**config.mk**
```make
export PLATFORM = sky130hd
export DESIGN_NAME = ifetch_queue_flat
export DESIGN_NICKNAME = d
export VERILOG_FILES = /design/src/rtl/ifetch_queue_pkg.sv /design/src/rtl/ifetch_queue_if.sv /design/src/rtl/ifetch_queue_fifo.sv /design/src/rtl/ifetch_queue.sv /design/src/flat_wrapper.sv
export SDC_FILE = /design/constraint.sdc
export NUM_CORES = 1
export LEC_CHECK = 0
export ABC_AREA = 1
export BUFFER_PORTS_ARGS = -buffer_cell sky130_fd_sc_hd__clkbuf_2
export CAP_MARGIN = 30
export CORE_ASPECT_RATIO = 1.75
export CORE_UTILIZATION = 55
export DETAILED_ROUTE_END_ITERATION = 8
export PLACE_DENSITY = 0.79
export SETUP_SLACK_MARGIN = 0.5
export SYNTH_ARGS = -nofsm -noshare
export SYNTH_HDL_FRONTEND = slang
export SYNTH_HIERARCHICAL = 1
export SYNTH_SLANG_ARGS = --single-unit
```
**constraint.sdc**
```tcl
create_clock -name CLK -period 3.03 [get_ports CLK]
set_input_delay 0.606 -clock CLK [delete_from_list [all_inputs] [get_ports CLK]]
set_output_delay 0.606 -clock CLK [all_outputs]
set_load 0.005 [all_outputs]
```
**src/rtl/ifetch_queue_pkg.sv**
```systemverilog
//------------------------------------------------------------------------------
// Module   : ifetch_queue_pkg
// Purpose  : Shared types and defaults for the instruction-fetch queue:
//            fetch FSM state encoding, default reset PC and the queue entry
//            layout {instruction byte, fetch address}.
// Ports    : n/a (package)
// Revision : 1.0 - initial release
//------------------------------------------------------------------------------
`default_nettype none

package ifetch_queue_pkg;

    localparam int PKG_ADDR_W = 8;
    localparam int PKG_DATA_W = 8;

    localparam logic [PKG_ADDR_W-1:0] PKG_RESET_PC = 8'h00;

    typedef enum logic [1:0] {
        IDLE    = 2'd0,   // no request outstanding
        REQ     = 2'd1,   // request outstanding, data will be queued
        DISCARD = 2'd2    // request outstanding, data is stale and dropped
    } fetch_state_t;

    typedef struct packed {
        logic [PKG_DATA_W-1:0] instr;
        logic [PKG_ADDR_W-1:0] pc;
    } fetch_entry_t;

endpackage

`default_nettype wire

```
**src/rtl/ifetch_queue_if.sv**
```systemverilog
//------------------------------------------------------------------------------
// Module   : ifetch_queue_if
// Purpose  : Bundles the instruction-memory req/ack bus and the decode
//            valid/ready bus of the fetch stage.
// Ports    : master - fetch stage side (drives req/addr and decode head)
//            slave  - environment side (memory + decode)
// Revision : 1.0 - initial release
//------------------------------------------------------------------------------
`default_nettype none

interface ifetch_queue_if #(
    parameter int ADDR_W = 8,
    parameter int DATA_W = 8
);
    // memory read channel
    logic              mem_req_o;
    logic [ADDR_W-1:0] mem_addr_o;
    logic              mem_ack_i;
    logic [DATA_W-1:0] mem_rdata_i;
    // decode channel
    logic              dec_valid_o;
    logic [DATA_W-1:0] dec_byte_o;
    logic [ADDR_W-1:0] dec_pc_o;
    logic              dec_ready_i;

    modport master (
        output mem_req_o, mem_addr_o, dec_valid_o, dec_byte_o, dec_pc_o,
        input  mem_ack_i, mem_rdata_i, dec_ready_i
    );

    modport slave (
        input  mem_req_o, mem_addr_o, dec_valid_o, dec_byte_o, dec_pc_o,
        output mem_ack_i, mem_rdata_i, dec_ready_i
    );
endinterface

`default_nettype wire

```
**src/rtl/ifetch_queue_fifo.sv**
```systemverilog
//------------------------------------------------------------------------------
// Module   : ifetch_queue_fifo
// Purpose  : Small synchronous FIFO holding fetched entries. Pointers carry an
//            extra MSB so full and empty are distinguished without a counter.
//            Flush empties the queue and wins over push/pop.
// Ports    : CLK, RST (async active-low)
//            push_i/push_data_i - enqueue; ignored when full
//            pop_i              - dequeue; ignored when empty
//            flush_i            - drop all entries
//            head_o             - oldest entry
//            count_o, full_o, empty_o - occupancy status
// Revision : 1.0 - initial release
//------------------------------------------------------------------------------
`default_nettype none

module ifetch_queue_fifo
    import ifetch_queue_pkg::*;
#(
    parameter int  DEPTH = 2,
    parameter type T     = fetch_entry_t
) (
    input  wire logic                   CLK,
    input  wire logic                   RST,
    input  wire logic                   push_i,
    input  wire T                       push_data_i,
    input  wire logic                   pop_i,
    input  wire logic                   flush_i,
    output T                            head_o,
    output logic [$clog2(DEPTH):0]      count_o,
    output logic                        full_o,
    output logic                        empty_o
);

    localparam int AW = $clog2(DEPTH);

    T               mem_q [DEPTH];
    logic [AW:0]    wr_ptr_q, wr_ptr_d;
    logic [AW:0]    rd_ptr_q, rd_ptr_d;
    logic           do_push;
    logic           do_pop;

    assign count_o = wr_ptr_q - rd_ptr_q;
    assign full_o  = (count_o == (AW+1)'(DEPTH));
    assign empty_o = (wr_ptr_q == rd_ptr_q);
    assign head_o  = mem_q[rd_ptr_q[AW-1:0]];

    assign do_push = push_i & ~full_o;
    assign do_pop  = pop_i  & ~empty_o;

    always_comb begin
        wr_ptr_d = wr_ptr_q;
        rd_ptr_d = rd_ptr_q;
        if (flush_i) begin
            wr_ptr_d = '0;
            rd_ptr_d = '0;
        end else begin
            if (do_push) wr_ptr_d = wr_ptr_q + 1'b1;
            if (do_pop)  rd_ptr_d = rd_ptr_q + 1'b1;
        end
    end

    always_ff @(posedge CLK or negedge RST) begin
        if (!RST) begin
            wr_ptr_q <= '0;
            rd_ptr_q <= '0;
            for (int i = 0; i < DEPTH; i++) mem_q[i] <= '0;
        end else begin
            wr_ptr_q <= wr_ptr_d;
            rd_ptr_q <= rd_ptr_d;
            if (do_push && !flush_i) mem_q[wr_ptr_q[AW-1:0]] <= push_data_i;
        end
    end

endmodule

`default_nettype wire

```
**src/rtl/ifetch_queue.sv**
```systemverilog
//------------------------------------------------------------------------------
// Module   : ifetch_queue
// Purpose  : Instruction-fetch stage. Owns the fetch PC, issues single-byte
//            reads over a req/ack bus (one outstanding), buffers bytes with
//            their addresses in a prefetch FIFO and hands them to decode over
//            valid/ready. A redirect reloads the PC and flushes stale bytes.
// Ports    : CLK, RST (async active-low)
//            bus (master)   - memory req/addr/ack/rdata, decode valid/byte/pc/ready
//            redirect_i     - one-cycle jump/branch pulse
//            redirect_pc_i  - redirect target
//            pc_o           - next address to fetch
// Revision : 1.0 - initial release
//------------------------------------------------------------------------------
`default_nettype none

module ifetch_queue
    import ifetch_queue_pkg::*;
#(
    parameter int                ADDR_W   = PKG_ADDR_W,
    parameter int                DATA_W   = PKG_DATA_W,
    parameter int                DEPTH    = 2,
    parameter logic [ADDR_W-1:0] RESET_PC = PKG_RESET_PC
) (
    input  wire logic              CLK,
    input  wire logic              RST,
    ifetch_queue_if.master         bus,
    input  wire logic              redirect_i,
    input  wire logic [ADDR_W-1:0] redirect_pc_i,
    output logic [ADDR_W-1:0]      pc_o
);

    localparam int CW = $clog2(DEPTH) + 1;

    fetch_state_t      state_q, state_d;
    logic [ADDR_W-1:0] pc_q,    pc_d;
    // Address presented to memory. Kept apart from pc_q so a redirect during
    // DISCARD cannot disturb the address of the request still in flight.
    logic [ADDR_W-1:0] addr_q,  addr_d;

    logic              req_active;
    logic              ack;
    logic              push;
    logic              pop;
    logic              slot_free;
    logic [CW-1:0]     count;
    logic [CW:0]       count_after;
    logic              fifo_full;
    logic              fifo_empty;
    fetch_entry_t      push_entry;
    fetch_entry_t      head;

    assign req_active = (state_q != IDLE);
    assign ack        = bus.mem_ack_i & req_active;
    // Data is only kept for a live request; an ack in the redirect cycle
    // belongs to the old instruction stream.
    assign push       = ack & (state_q == REQ) & ~redirect_i & ~fifo_full;
    assign pop        = ~fifo_empty & bus.dec_ready_i;

    // Occupancy after this cycle's push/pop; a new request reserves the next
    // slot, so it may only issue while this stays below DEPTH.
    assign count_after = {1'b0, count} + {{CW{1'b0}}, push} - {{CW{1'b0}}, pop};
    assign slot_free   = (count_after < (CW+1)'(DEPTH));

    assign push_entry.instr = bus.mem_rdata_i;
    assign push_entry.pc    = addr_q;

    ifetch_queue_fifo #(
        .DEPTH (DEPTH),
        .T     (fetch_entry_t)
    ) u_fifo (
        .CLK         (CLK),
        .RST         (RST),
        .push_i      (push),
        .push_data_i (push_entry),
        .pop_i       (pop),
        .flush_i     (redirect_i),
        .head_o      (head),
        .count_o     (count),
        .full_o      (fifo_full),
        .empty_o     (fifo_empty)
    );

    always_comb begin
        state_d = state_q;
        unique case (state_q)
            IDLE: begin
                if (!redirect_i && slot_free) state_d = REQ;
            end
            REQ: begin
                if (ack) begin
                    state_d = (redirect_i || !slot_free) ? IDLE : REQ;
                end else if (redirect_i) begin
                    state_d = DISCARD;
                end
            end
            DISCARD: begin
                if (ack) state_d = (redirect_i || !slot_free) ? IDLE : REQ;
            end
            default: state_d = IDLE;
        endcase
    end

    always_comb begin
        pc_d = pc_q;
        if (redirect_i)  pc_d = redirect_pc_i;
        else if (push)   pc_d = pc_q + 1'b1;   // wraps modulo 2^ADDR_W
        // Address tracks the PC except while a stale request is draining.
        addr_d = (state_d == DISCARD) ? addr_q : pc_d;
    end

    always_ff @(posedge CLK or negedge RST) begin
        if (!RST) begin
            state_q <= IDLE;
            pc_q    <= RESET_PC;
            addr_q  <= RESET_PC;
        end else begin
            state_q <= state_d;
            pc_q    <= pc_d;
            addr_q  <= addr_d;
        end
    end

    assign bus.mem_req_o   = req_active;
    assign bus.mem_addr_o  = addr_q;
    assign bus.dec_valid_o = ~fifo_empty;
    assign bus.dec_byte_o  = fifo_empty ? '0 : head.instr;
    assign bus.dec_pc_o    = fifo_empty ? '0 : head.pc;
    assign pc_o            = pc_q;

endmodule

`default_nettype wire
```
**src/flat_wrapper.sv**
```systemverilog
// flat-port wrapper written by rule: the top's interface ports become plain ports
module ifetch_queue_flat import ifetch_queue_pkg::*;
#(
    parameter int                ADDR_W   = PKG_ADDR_W,
    parameter int                DATA_W   = PKG_DATA_W,
    parameter int                DEPTH    = 2,
    parameter logic [ADDR_W-1:0] RESET_PC = PKG_RESET_PC
)
  (CLK, RST, redirect_i, redirect_pc_i, pc_o, bus_mem_req_o, bus_mem_addr_o, bus_dec_valid_o, bus_dec_byte_o, bus_dec_pc_o, bus_mem_ack_i, bus_mem_rdata_i, bus_dec_ready_i);
  ifetch_queue_if #(.ADDR_W(ADDR_W), .DATA_W(DATA_W)) bus_i ();
  input  wire logic CLK;
  input  wire logic RST;
  input  wire logic redirect_i;
  input  wire logic [ADDR_W-1:0] redirect_pc_i;
  output logic [ADDR_W-1:0] pc_o;
  output wire logic [$bits(bus_i.mem_req_o)-1:0] bus_mem_req_o;
  output wire logic [$bits(bus_i.mem_addr_o)-1:0] bus_mem_addr_o;
  output wire logic [$bits(bus_i.dec_valid_o)-1:0] bus_dec_valid_o;
  output wire logic [$bits(bus_i.dec_byte_o)-1:0] bus_dec_byte_o;
  output wire logic [$bits(bus_i.dec_pc_o)-1:0] bus_dec_pc_o;
  input wire logic [$bits(bus_i.mem_ack_i)-1:0] bus_mem_ack_i;
  input wire logic [$bits(bus_i.mem_rdata_i)-1:0] bus_mem_rdata_i;
  input wire logic [$bits(bus_i.dec_ready_i)-1:0] bus_dec_ready_i;
  assign bus_mem_req_o = bus_i.mem_req_o;
  assign bus_mem_addr_o = bus_i.mem_addr_o;
  assign bus_dec_valid_o = bus_i.dec_valid_o;
  assign bus_dec_byte_o = bus_i.dec_byte_o;
  assign bus_dec_pc_o = bus_i.dec_pc_o;
  assign bus_i.mem_ack_i = bus_mem_ack_i;
  assign bus_i.mem_rdata_i = bus_mem_rdata_i;
  assign bus_i.dec_ready_i = bus_dec_ready_i;
  ifetch_queue #(.ADDR_W(ADDR_W), .DATA_W(DATA_W), .DEPTH(DEPTH), .RESET_PC(RESET_PC)) u_core (.CLK(CLK), .RST(RST), .bus(bus_i), .redirect_i(redirect_i), .redirect_pc_i(redirect_pc_i), .pc_o(pc_o));
endmodule
```
Word-level counts from Yosys, hierarchy flattened
Index checks and enable logic that the tools add are counted.
{"block": "totals", "regBits": 54, "latch_bits": 0, "ramBits": 0, "romBits": 0, "input_bits": 21, "out_inout_bits": 34, "wordCells": 66, "n_memories": 0}
{"block": "op_classes", "add_sub_neg": 6, "n_mul": 0, "n_div": 0, "order_cmp": 4, "n_eq_ne": 5, "shifts": 0, "muxes": 20, "bitwise_logic": 12, "reduce_logical": 10}
{"cell": "16-bit two-way mux", "n": 4}
{"cell": "32-bit bitwise mux", "n": 1}
{"cell": "8-bit two-way mux", "n": 4}
{"cell": "16-bit demux with 1-bit select", "n": 1}
{"cell": "2-bit two-way mux", "n": 8}
{"cell": "8-bit by 1-bit adder with 8-bit output (second input constant)", "n": 1}
{"cell": "1-bit AND", "n": 7}
{"cell": "2-bit == test (second input constant)", "n": 3}
{"cell": "2-bit one-hot mux with 3 select lines", "n": 1}
{"cell": "2-bit nonzero test", "n": 3}
{"cell": "2-bit by 1-bit adder with 2-bit output (second input constant)", "n": 2}
{"cell": "2-bit greater-or-equal comparator (second input constant)", "n": 2}
{"cell": "1-bit inverter with 2-bit output", "n": 2}
{"cell": "2-bit by 1-bit adder with 3-bit output", "n": 1}
{"cell": "1-bit logical AND", "n": 3}
{"cell": "3-bit by 2-bit less-than comparator with 1-bit output (second input constant)", "n": 1}
{"cell": "1-bit inverter", "n": 3}
{"cell": "3-bit by 1-bit subtractor with 3-bit output", "n": 1}
{"cell": "2-bit by 1-bit == test with 1-bit output (second input constant)", "n": 1}
{"cell": "2-bit == test", "n": 1}
{"cell": "1-bit logical NOT", "n": 2}
{"cell": "2-bit logical NOT", "n": 1}
{"cell": "2-bit by 1-bit less-than comparator with 1-bit output (second input constant)", "n": 1}
{"cell": "2-bit subtractor", "n": 1}
{"cell": "other kinds (2)", "n": 2}

Longest topological paths before layout
Gate-level depths: netlist of the first run.
{"block": "depth", "word_depth": 14, "depth_mapped": 15, "ltp_nobuf": 14}

Cells and area by module
Netlist of the first run, hierarchy kept.
{"module": "ifetch_queue_fifo", "n_inst": 1, "cells_each": 236, "area_per_inst_um2": 1843.0, "seq_area_each_um2": 900.9}
{"module": "ifetch_queue", "n_inst": 1, "cells_each": 164, "area_per_inst_um2": 1144.8, "seq_area_each_um2": 450.4}

Least setup slack after synthesis of the first run
Ideal clock, no wire load.
{"block": "synth_timing", "kind": "reg-to-reg", "from": "register u_core.u_fifo.wr_ptr_q[0]", "to": "register u_core.state_q[0]", "setup_ns": 0.126, "arrival_ns": 2.589, "t_required_ns": 2.904, "setup_slack_ns": 0.315, "stages_incl_launch_ff": 14, "path_buffers": 1, "period_less_slack_ns": 2.715, "cell_sequence": "dfrtp_1 > inv_2 > ha_1 > nand3_1 > inv_1 > clkbuf_1 > nor2_1 > ha_1 > or2_2 > fa_1 > nand2_1 > inv_1 > o21ai_0 > a21oi_1"}
{"block": "synth_between", "elab_cells_between_ends": 18, "classes_between": "add/sub (3); order compare (1); eq/ne (2); mux (5); bitwise (4); reduce/logical (3)"}
{"item": "start: declaration", "line": "ifetch_queue_fifo.sv:37", "text": "logic [AW:0] wr_ptr_q, wr_ptr_d;"}
{"item": "start signal: assignment", "line": "ifetch_queue_fifo.sv:68", "text": "wr_ptr_q <= wr_ptr_d;"}
{"item": "2-bit == test (*)", "line": "ifetch_queue_fifo.sv:44", "text": "assign empty_o = (wr_ptr_q == rd_ptr_q);"}
{"item": "via u_core.fifo_empty", "line": "ifetch_queue.sv:48", "text": "logic fifo_empty;"}
{"item": "1-bit inverter (*)", "line": "ifetch_queue.sv:57", "text": "assign pop = ~fifo_empty & bus.dec_ready_i;"}
{"item": "1-bit AND (*)", "line": "ifetch_queue.sv:57"}
{"item": "via u_core.pop", "line": "ifetch_queue.sv:43", "text": "logic pop;"}
{"item": "3-bit by 1-bit subtractor with 3-bit output (*)", "line": "ifetch_queue.sv:61", "text": "assign count_after = {1'b0, count} + {{CW{1'b0}}, push} - {{CW{1'b0}}, pop};"}
{"item": "3-bit by 2-bit less-than comparator with 1-bit output (*)", "line": "ifetch_queue.sv:62", "text": "assign slot_free = (count_after < (CW+1)'(DEPTH));"}
{"item": "1-bit logical NOT", "line": "ifetch_queue.sv:91, ifetch_queue.sv:97"}
{"item": "1-bit logical OR", "line": "ifetch_queue.sv:91, ifetch_queue.sv:97"}
{"item": "1-bit two-way mux", "line": "ifetch_queue.sv:91, ifetch_queue.sv:97"}
{"item": "2-bit two-way mux (on tied branches)", "line": "ifetch_queue.sv:97, ifetch_queue.sv:90"}
{"item": "2-bit one-hot mux with 3 select lines (*)", "line": "ifetch_queue.sv:85", "text": "unique case (state_q)"}
{"item": "via u_core.state_d[0]", "line": "ifetch_queue.sv:34", "text": "fetch_state_t state_q, state_d;"}
{"item": "end signal: assignment", "line": "ifetch_queue.sv:117", "text": "state_q <= state_d;"}
{"item": "end: declaration", "line": "ifetch_queue.sv:34"}
Mark *: on every way through the listed nets, which the timed path passes. The rest lies on a longest branch.
A chain may end at the register's enable or synchronous reset.

Worst setup path after layout of the first run
Ends and elaborated chain as after synthesis.

==> impl_metrics.ini, run 1 <==
[global_route]
grtUsageMet3_pct = 3.38
grt_use_total_pct = 25.9
antenna_found_initial = 0
top_usage_layer = met2
grt_overflow = 0
use_met2_pct = 47.8
grt_pass1_vias = 2596
grt_first_pass_wirelength_um = 11600
grt_max_degree = 55
use_met1_pct = 30.5

[layout]
final_cell_mix = nand2_1 (163), clkbuf_2 (54), dfrtp_1 (54)
diodes = 0
drive_gt1_share_pct = 20.6
fin_area_um2 = 3390
fin_nets = 476
syn2layout_area_growth_pct = 13.5
final_common_cell = nand2_1

[timing]
period_needed_ns = 2.44
hold_viol_final = 0
slew-limit-headroom_pct = 54.7
max_freq_ghz = 0.410
worstMarginPinSlew_ns = 0.680
hold-worst-slack_ns = 0.409
clock_skew_ns = 0.00785
rsz0062_at_grt = false
tns_ns = 0
drv_slew = 0
finalSetupViolations = 0
fin_crit_sh_pct = 80.4

[cts]
cts_sinks = 54
htreeDepth = 2
cts_buffer_depth = 2
numCtsBuffers = 5
path_clk_slew_ns = 0.10
cts_tree = yes
insertion_delay_ns = 0.30
postCtsHoldBufs = 0
ctsRootBufferMaster = clkbuf_8

[setup_path]
cp_slowest_stage_delay_ns = 0.39
cp-end-kind = register
crit_top_cell = inv_2
cp_max_fo = 4
cp_cell_sequence = inv_2 > ha_4 > nand3_2 > inv_2 > nor2_4 > ha_1 > or2_2 > fa_1 > nand2_1 > inv_1 > o21ai_0 > a21oi_1
slowest_stage = dfrtp_1
cp-start-kind = register
arrival_ns = 2.62
path_class = reg2reg
crit_required_ns = 3.21

[yosys]
yosys_warnings = 6
syn-num-nets = 425
yosys_register_bits = 54
avgSynthCellArea_um2 = 7.47
ys_seq_area_share_pct = 45.2
synth.cell_area_um2 = 2990
yosysUniqueCellTypes = 29
syn_inst = 400

[route]
drc = 3
routedWlPerCell_um = 13.5
drtPass1Iterations = 6
vias = 2740
vias_per_cell = 5.40
drt_iter0_drc = 149
ant_nets = 0
wirelength_um = 6840

[outcome]
status = finished, violations left
violations = design-rule violations

[placed_design]
dp_hpwl_um = 4670
place_congestion = 0.801
port_buffers = 54
postPlaceCellArea_um2 = 3290

[floorplan]
io_pins = 55
dieArea_um2 = 5740
die_w_um = 57.7
start_util_pct = 56.9
die_h_um = 99.5
placementRows = 35
core_um2 = 5260

[run]
cap_violations = 0

[pwr]
p_leak_uw = 0.00194
power_density_nw_per_um2 = 543
ir_drop_mv = 0.353

[hold_path]
hold_path_class = in2async
kinds of logic (layout without fill, tap and decap cells):
group                      after synthesis  count (layout)  share of synthesized area, %
adders and majority gates                4               4                          1.93
buffers and inverters                   63             115                          9.25
AOI/OAI and AO/OA                       10              10                          2.18
DFF                                     54              54                          45.2
xor gates and xnor gates                 2               2                         0.586
and+or+nand+nor                        267             267                          40.8
metal layers:
metal	part of all wire [%]	vias to the layer above
li1	-	1365
met1	40	1296
met2	55	74
met3	4.2	5
met4	1.0	0
met5	0	-
synth_stat cells (all sizes together):
cell type | count | share of area [%]
a21oi | 2 | 0.34
and2 | 4 | 0.84
buf | 12 | 2.8
clkbuf | 6 | 0.75
clkinv | 1 | 0.13
dfrtp | 54 | 45
fa | 1 | 0.67
ha | 3 | 1.3
inv | 44 | 5.5
nand2 | 165 | 21
nand3 | 26 | 5.9
nand4 | 37 | 7.7
nor2 | 30 | 4.4
o211ai | 2 | 0.67
o21a | 2 | 0.50
o21ai | 4 | 0.67
or2 | 5 | 1.0
xor2 | 2 | 0.59
power breakdown:
part | total [µW] | internal, µW | leakage, µW | switching (µW)
Combinational | 465 | 188 | 0.00121 | 277
Clock | 394 | 164 | 0.0000452 | 230
Sequential | 985 | 876 | 0.000687 | 109
Total | 1840 | 1230 | 0.00194 | 616
flip-flops by register name (all words and copies together) (netlist names):
signal / cells
u_core/bus.mem_addr_o: 8
u_core/u_fifo/rd_ptr_q: 2
u_core/state_q: 2
u_core/u_fifo/wr_ptr_q: 2
u_core/u_fifo/mem_q: 32
u_core/pc_o: 8
path summary, 6_finish.rpt:
kind	from	endpoint	slack [ns]	depth (start not counted)
worst min-delay path	RST	u_core/u_fifo/mem_q[26]$_DFFE_PN0P_	0.41	2
worst min register to register	u_core/u_fifo/mem_q[0]$_DFFE_PN0P_	u_core/u_fifo/mem_q[0]$_DFFE_PN0P_	0.48	2
worst max-delay path	u_core/u_fifo/wr_ptr_q[0]$_DFFE_PN0P_	u_core/state_q[0]$_DFF_PN0_	0.59	12
min in group CLK	u_core/u_fifo/mem_q[0]$_DFFE_PN0P_	u_core/u_fifo/mem_q[0]$_DFFE_PN0P_	0.48	2
max in group asynchronous	RST	u_core/pc_o[0]$_DFF_PN0_	2.16	2
worst max register to register	u_core/u_fifo/wr_ptr_q[0]$_DFFE_PN0P_	u_core/state_q[0]$_DFF_PN0_	0.59	12
metrics by stage:
step | std cells | worst slack, ns | util, % | power (µW)
after floorplan | 400 | 0.567 | - | 1300
after global placement | 497 | 0.609 | 62.6 | 1440
after detailed placement | 497 | 0.521 | 62.6 | 1460
after CTS | 506 | 0.577 | 64.4 | 1850
after global routing | 507 | 0.495 | 64.5 | 1980
final | 507 | 0.592 | 64.5 | 1840
critical path: cells and delay by family, from the launching register on:
kind,cells,cell delay [ns]
fa+ha+maj,3,0.95
simple gates,4,0.53
flops,1,0.39
compound gates,2,0.23
buf+inv,3,0.22
timing repair:
item                                    in CTS  in global routing
endpoints found under the setup margin      17                  1
buffers inserted                             1                  1
gates resized for setup                      1                  1
final cells by class:
type                       count  area, µm²
fill                         485       1860
multi-input combinational    283       1390
sequential                    54       1350
timing repair buffer          62        330
inverter                      45        170
clock buffer                   6       72.6
tap                           55       68.8
clock inverter                 2       13.8
Note: power is estimated with default switching activity, not from simulation.
==> inputs of run 2 (changes only) <==
Clock period 3.03 ns to 2.4 ns, I/O delays scaled along.
==> run 2 against run 1 <==
The flow still finishes with violations (design-rule violations). Critical path depth decreased by 2. Routed wire length increased by 16%. Combinational power increased by 43%. Die area unchanged. Sequential power increased by 27%. Critical path type unchanged. Largest cell class unchanged. Highest routed layer unchanged.
==> impl_metrics.ini, run 2 (synthesis results as in run 1) <==
[global_route]
grt_overflow = 0
grt_first_pass_wirelength_um = 11800
grt_pass1_vias = 2710
grt_use_total_pct = 26.2
antenna_found_initial = 0
grt_max_degree = 50

[layout]
largest_reg_flops = 32
drive_gt1_share_pct = 25.2
syn2layout_area_growth_pct = 24.3
fin_nets = 493
n_fill_cell = 425
finish.utilization_pct = 70.7
seqCellArea_um2 = 1350
final_common_cell = nand2_1
final_cell_mix = nand2_1 (163), clkbuf_2 (53), dfrtp_1 (53)
diodes = 0
multi_input_area_um2 = 1450
top_register = u_core/u_fifo/mem_q

[outcome]
violations = design-rule violations
status = finished, violations left

[setup_path]
r2r-start = u_core/u_fifo/wr_ptr_q[0]$_DFFE_PN0P_
reg2reg_to = u_core/state_q[0]$_DFF_PN0_
crit_required_ns = 2.62
path_class = reg2reg
r2r_slack_ns = 0.25
cp_max_fo = 3
arrival_ns = 2.37
r2r_cells = 10
cp-end-kind = register
cp-start-kind = register

[route]
routedWlPerCell_um = 15.1
drtPass1Iterations = 8
drc = 2
vias_per_cell = 5.64
wirelength_um = 7930
vias = 2955
drt_iter0_drc = 185
ant_nets = 0

[timing]
slew-limit-headroom_pct = 57.5
tns_ns = 0
hold_viol_final = 0
clock_skew_ns = 0.0141
rsz0062_at_grt = true
fin_crit_sh_pct = 89.6
hold-worst-slack_ns = 0.177
max_freq_ghz = 0.465
drv_slew = 0
fin_ws_ns = 0.250
worstMarginPinSlew_ns = 0.638
finalSetupViolations = 0
period_needed_ns = 2.15

[placed_design]
port_buffers = 54
dp_hpwl_um = 4790
pre_cts_slack_ns = 0.0671
place_congestion = 0.802

[hold_path]
hold_path_class = in2async

[run]
cap_violations = 0

[pwr]
p_leak_uw = 0.00207
ir_drop_mv = 0.471
power_density_nw_per_um2 = 650

[cts]
insertion_delay_ns = 0.31
cts_sinks = 54
path_clk_slew_ns = 0.10
numCtsBuffers = 5
cts_tree = yes
cts_buffer_depth = 2
ctsRootBufferMaster = clkbuf_8
htreeDepth = 2
postCtsHoldBufs = 0

[floorplan]
die_h_um = 99.5
dieArea_um2 = 5740
start_util_pct = 56.9
die_w_um = 57.7
core_um2 = 5260
io_pins = 55
placementRows = 35
run 2: cell types whose count changed in the layout (fill, tap and decap cells not counted), moves of 2 or more:
cell	change
inv_2	+2
inv_1	-3
nand3_4	+3
clkbuf_16	+4
buf_12	+2
buf_4	+6
run 2: layout make-up:
class / count / area share (%)
clock inverter: 2 / 0.370
sequential: 54 / 36.4
clock buffer: 6 / 1.95
tap: 55 / 1.85
timing repair buffer: 77 / 15.3
inverter: 45 / 4.95
multi-input combinational: 285 / 39.1
run 2: worst max-delay path by stage:
stage	from	endpoint	slack, ns	cells after the start
6_report	u_core/u_fifo/wr_ptr_q[0]$_DFFE_PN0P_	u_core/state_q[0]$_DFF_PN0_	0.25	10
5_1_grt	u_core/u_fifo/wr_ptr_q[0]$_DFFE_PN0P_	u_core/state_q[0]$_DFF_PN0_	0.16	12
4_1_cts	u_core/u_fifo/wr_ptr_q[0]$_DFFE_PN0P_	u_core/state_q[0]$_DFF_PN0_	0.27	10
3_5_place_dp	u_core/u_fifo/wr_ptr_q[0]$_DFFE_PN0P_	u_core/state_q[0]$_DFF_PN0_	0.07	10
3_3_place_gp	u_core/u_fifo/wr_ptr_q[0]$_DFFE_PN0P_	u_core/state_q[0]$_DFF_PN0_	0.16	10
2_1_floorplan	u_core/u_fifo/wr_ptr_q[0]$_DFFE_PN0P_	u_core/state_q[0]$_DFF_PN0_	0.08	13
run 2: through the flow:
step,cells,area (µm²),power (µW)
after floorplan,400,3070,1650
after detailed placement,500,3340,1860
final,524,3710,2410
after global placement,500,3340,1830
after CTS,514,3510,2370
after global routing,524,3710,2580
run 2: worst max-delay path, stage by stage, from the launching register on:
cell	delay (ns)
dfrtp_1	0.41
inv_2	0.09
ha_4	0.22
nand3_4	0.07
inv_4	0.04
nor2_4	0.10
ha_4	0.20
or2_4	0.22
fa_2	0.51
o21ai_1	0.06
a21oi_1	0.14
run 2: per-layer routing:
layer / wire (µm) / global-route usage [%] / share of wire (%) / vias up
met5: 0 / 0 / 0 / -
met2: 4480 / 50.8 / 57 / 117
li1: - / - / - / 1410
met1: 2830 / 28.5 / 36 / 1413
met3: 429 / 3.12 / 5.4 / 15
met4: 183 / 8.24 / 2.3 / 0
run 2: report_power, final:
part	switching, µW	internal, µW
clock network	295	207
registers	142	1110
logic	393	270
run 2: timing repair:
| item | CTS | global route |
|---|---|---|
| resized for setup | 9 | 15 |
| setup buffers | 6 | 4 |
| setup endpoints to repair | 67 | 67 |
| cloned | 0 | 6 |
| pin swaps | 4 | 0 |
==> inputs of run 3 (changes only) <==
Settings changed: PLACE_DENSITY 0.79 to 0.86.
==> run 3 against run 2 <==
Fmax down 1.1%. Largest power group unchanged. Sequential cell count unchanged. Sequential share of layout area down 0.76 points. Highest routed layer unchanged. Non-clock buffer count up 2. The flow still finishes with violations (design-rule violations). Global-route usage up 1.7 points.
==> impl_metrics.ini, run 3 (synthesis results as in run 1) <==
[timing]
clock_skew_ns = 0.0103
period_needed_ns = 2.17
slew-limit-headroom_pct = 54.0
hold_viol_final = 0
drv_slew = 0
worstMarginPinSlew_ns = 0.690
max_freq_ghz = 0.460
finalSetupViolations = 0
fin_ws_ns = 0.225
tns_ns = 0
hold-worst-slack_ns = 0.268
rsz0062_at_grt = true
fin_crit_sh_pct = 90.6

[run]
cap_violations = 0

[layout]
diodes = 0
largest_reg_flops = 32
syn2layout_area_growth_pct = 27.0
finish.utilization_pct = 72.2
fin_area_um2 = 3790
multi_input_area_um2 = 1530
n_fill_cell = 412
final_cell_mix = nand2_1 (162), dfrtp_1 (53), clkbuf_2 (48)
final_common_cell = nand2_1
fin_nets = 495
seqCellArea_um2 = 1350
drive_gt1_share_pct = 28.5
top_register = u_core/u_fifo/mem_q

[pwr]
seq_power_share_pct = 48.1
p_switching_uw = 900
power.internal_uw = 1700
ir_drop_mv = 0.464
p_clk_share_pct = 24.4
power_density_nw_per_um2 = 685
p_leak_uw = 0.00208
sw_frac_of_total_pct = 34.6
p_comb_share_pct = 27.5

[cts]
insertion_delay_ns = 0.32
path_clk_slew_ns = 0.10
cts_sinks = 54
postCtsHoldBufs = 0
cts_buffer_depth = 2
ctsRootBufferMaster = clkbuf_8
numCtsBuffers = 5
htreeDepth = 2
cts_tree = yes

[floorplan]
io_pins = 55
placementRows = 35
die_w_um = 57.7
core_um2 = 5260
dieArea_um2 = 5740
die_h_um = 99.5
start_util_pct = 56.9

[setup_path]
cp-start-kind = register
path_class = reg2out
r2r-start = u_core/u_fifo/rd_ptr_q[0]$_DFFE_PN0P_
crit_required_ns = 1.92
cp-startpoint = u_core/u_fifo/rd_ptr_q[0]$_DFFE_PN0P_
cp_max_fo = 8
arrival_ns = 1.69
cp-end-kind = output port

[global_route]
antenna_found_initial = 0
grt_pass1_vias = 2780
grt_max_degree = 55
grt_first_pass_wirelength_um = 12500
grt_overflow = 0
grt_use_total_pct = 27.8

[placed_design]
pre_cts_slack_ns = 0.0793
port_buffers = 54
place_congestion = 0.808
dp_hpwl_um = 4600
postPlaceCellArea_um2 = 3320

[route]
drt_iter0_drc = 155
drtPass1Iterations = 6
drc = 3
wirelength_um = 7950
routedWlPerCell_um = 15.1
vias = 2954
ant_nets = 0
vias_per_cell = 5.62

[outcome]
violations = design-rule violations
status = finished, violations left

[hold_path]
hold_path_class = in2async
==> run 3: cell type report <==
class / instances / share of cell area [%]
clock buffer: 5 / 1.81
clock inverter: 3 / 1.15
inverter: 45 / 4.78
multi-input combinational: 285 / 40.4
sequential: 54 / 35.7
tap: 55 / 1.81
timing repair buffer: 79 / 14.4
==> run 3: final timing paths <==
| check | to | slack, ns | cells past startpoint |
|---|---|---|---|
| max in group asynchronous | u_core/u_fifo/rd_ptr_q[1]$_DFFE_PN0P_ | 1.64 | 2 |
| worst max register to register | u_core/state_q[0]$_DFF_PN0_ | 0.23 | 9 |
| worst max-delay path | bus_dec_pc_o[5] | 0.23 | 7 |
| worst min-delay path | u_core/u_fifo/mem_q[31]$_DFFE_PN0P_ | 0.27 | 2 |
| min in group CLK | u_core/pc_o[0]$_DFF_PN0_ | 0.38 | 2 |
| worst min register to register | u_core/u_fifo/mem_q[5]$_DFFE_PN0P_ | 0.48 | 2 |
==> run 3: metal layers <==
| layer | GRT usage [%] | vias to the layer above | wire length [µm] |
|---|---|---|---|
| li1 | - | 1413 | - |
| met4 | 11.5 | 0 | 265 |
| met2 | 49.0 | 137 | 4350 |
| met1 | 33.4 | 1376 | 2880 |
| met5 | 0 | - | 0 |
| met3 | 3.90 | 28 | 457 |
==> run 3: power groups by stage <==
stage | Sequential [µW] | Combinational (µW) | Clock, µW
5_1_grt | 1280 | 823 | 673
2_1_floorplan | 1230 | 422 | 0
6_report | 1250 | 714 | 634
3_5_place_dp | 1260 | 588 | 0
3_3_place_gp | 1250 | 568 | 0
4_1_cts | 1240 | 607 | 628
==> run 3: timing repair <==
| item | in CTS | in global routing |
|---|---|---|
| pin swaps | 4 | 7 |
| setup endpoints to repair | 63 | 60 |
| gates resized for setup | 11 | 43 |
| setup buffers | 6 | 7 |
| gates cloned | 1 | 4 |
==> run 3: per-stage QoR <==
stage	instances	power [µW]
after CTS	515	2480
after global placement	500	1820
after global routing	526	2770
after detailed placement	500	1840
after floorplan	400	1650
final	526	2600
==> run 3: critical path, stage by stage (launching register included) <==
cell	delay [ns]
dfrtp_1	0.43
ha_4	0.33
nand3_4	0.09
inv_6	0.08
buf_4	0.12
clkbuf_16	0.17
nor2_4	0.04
buf_2	0.11
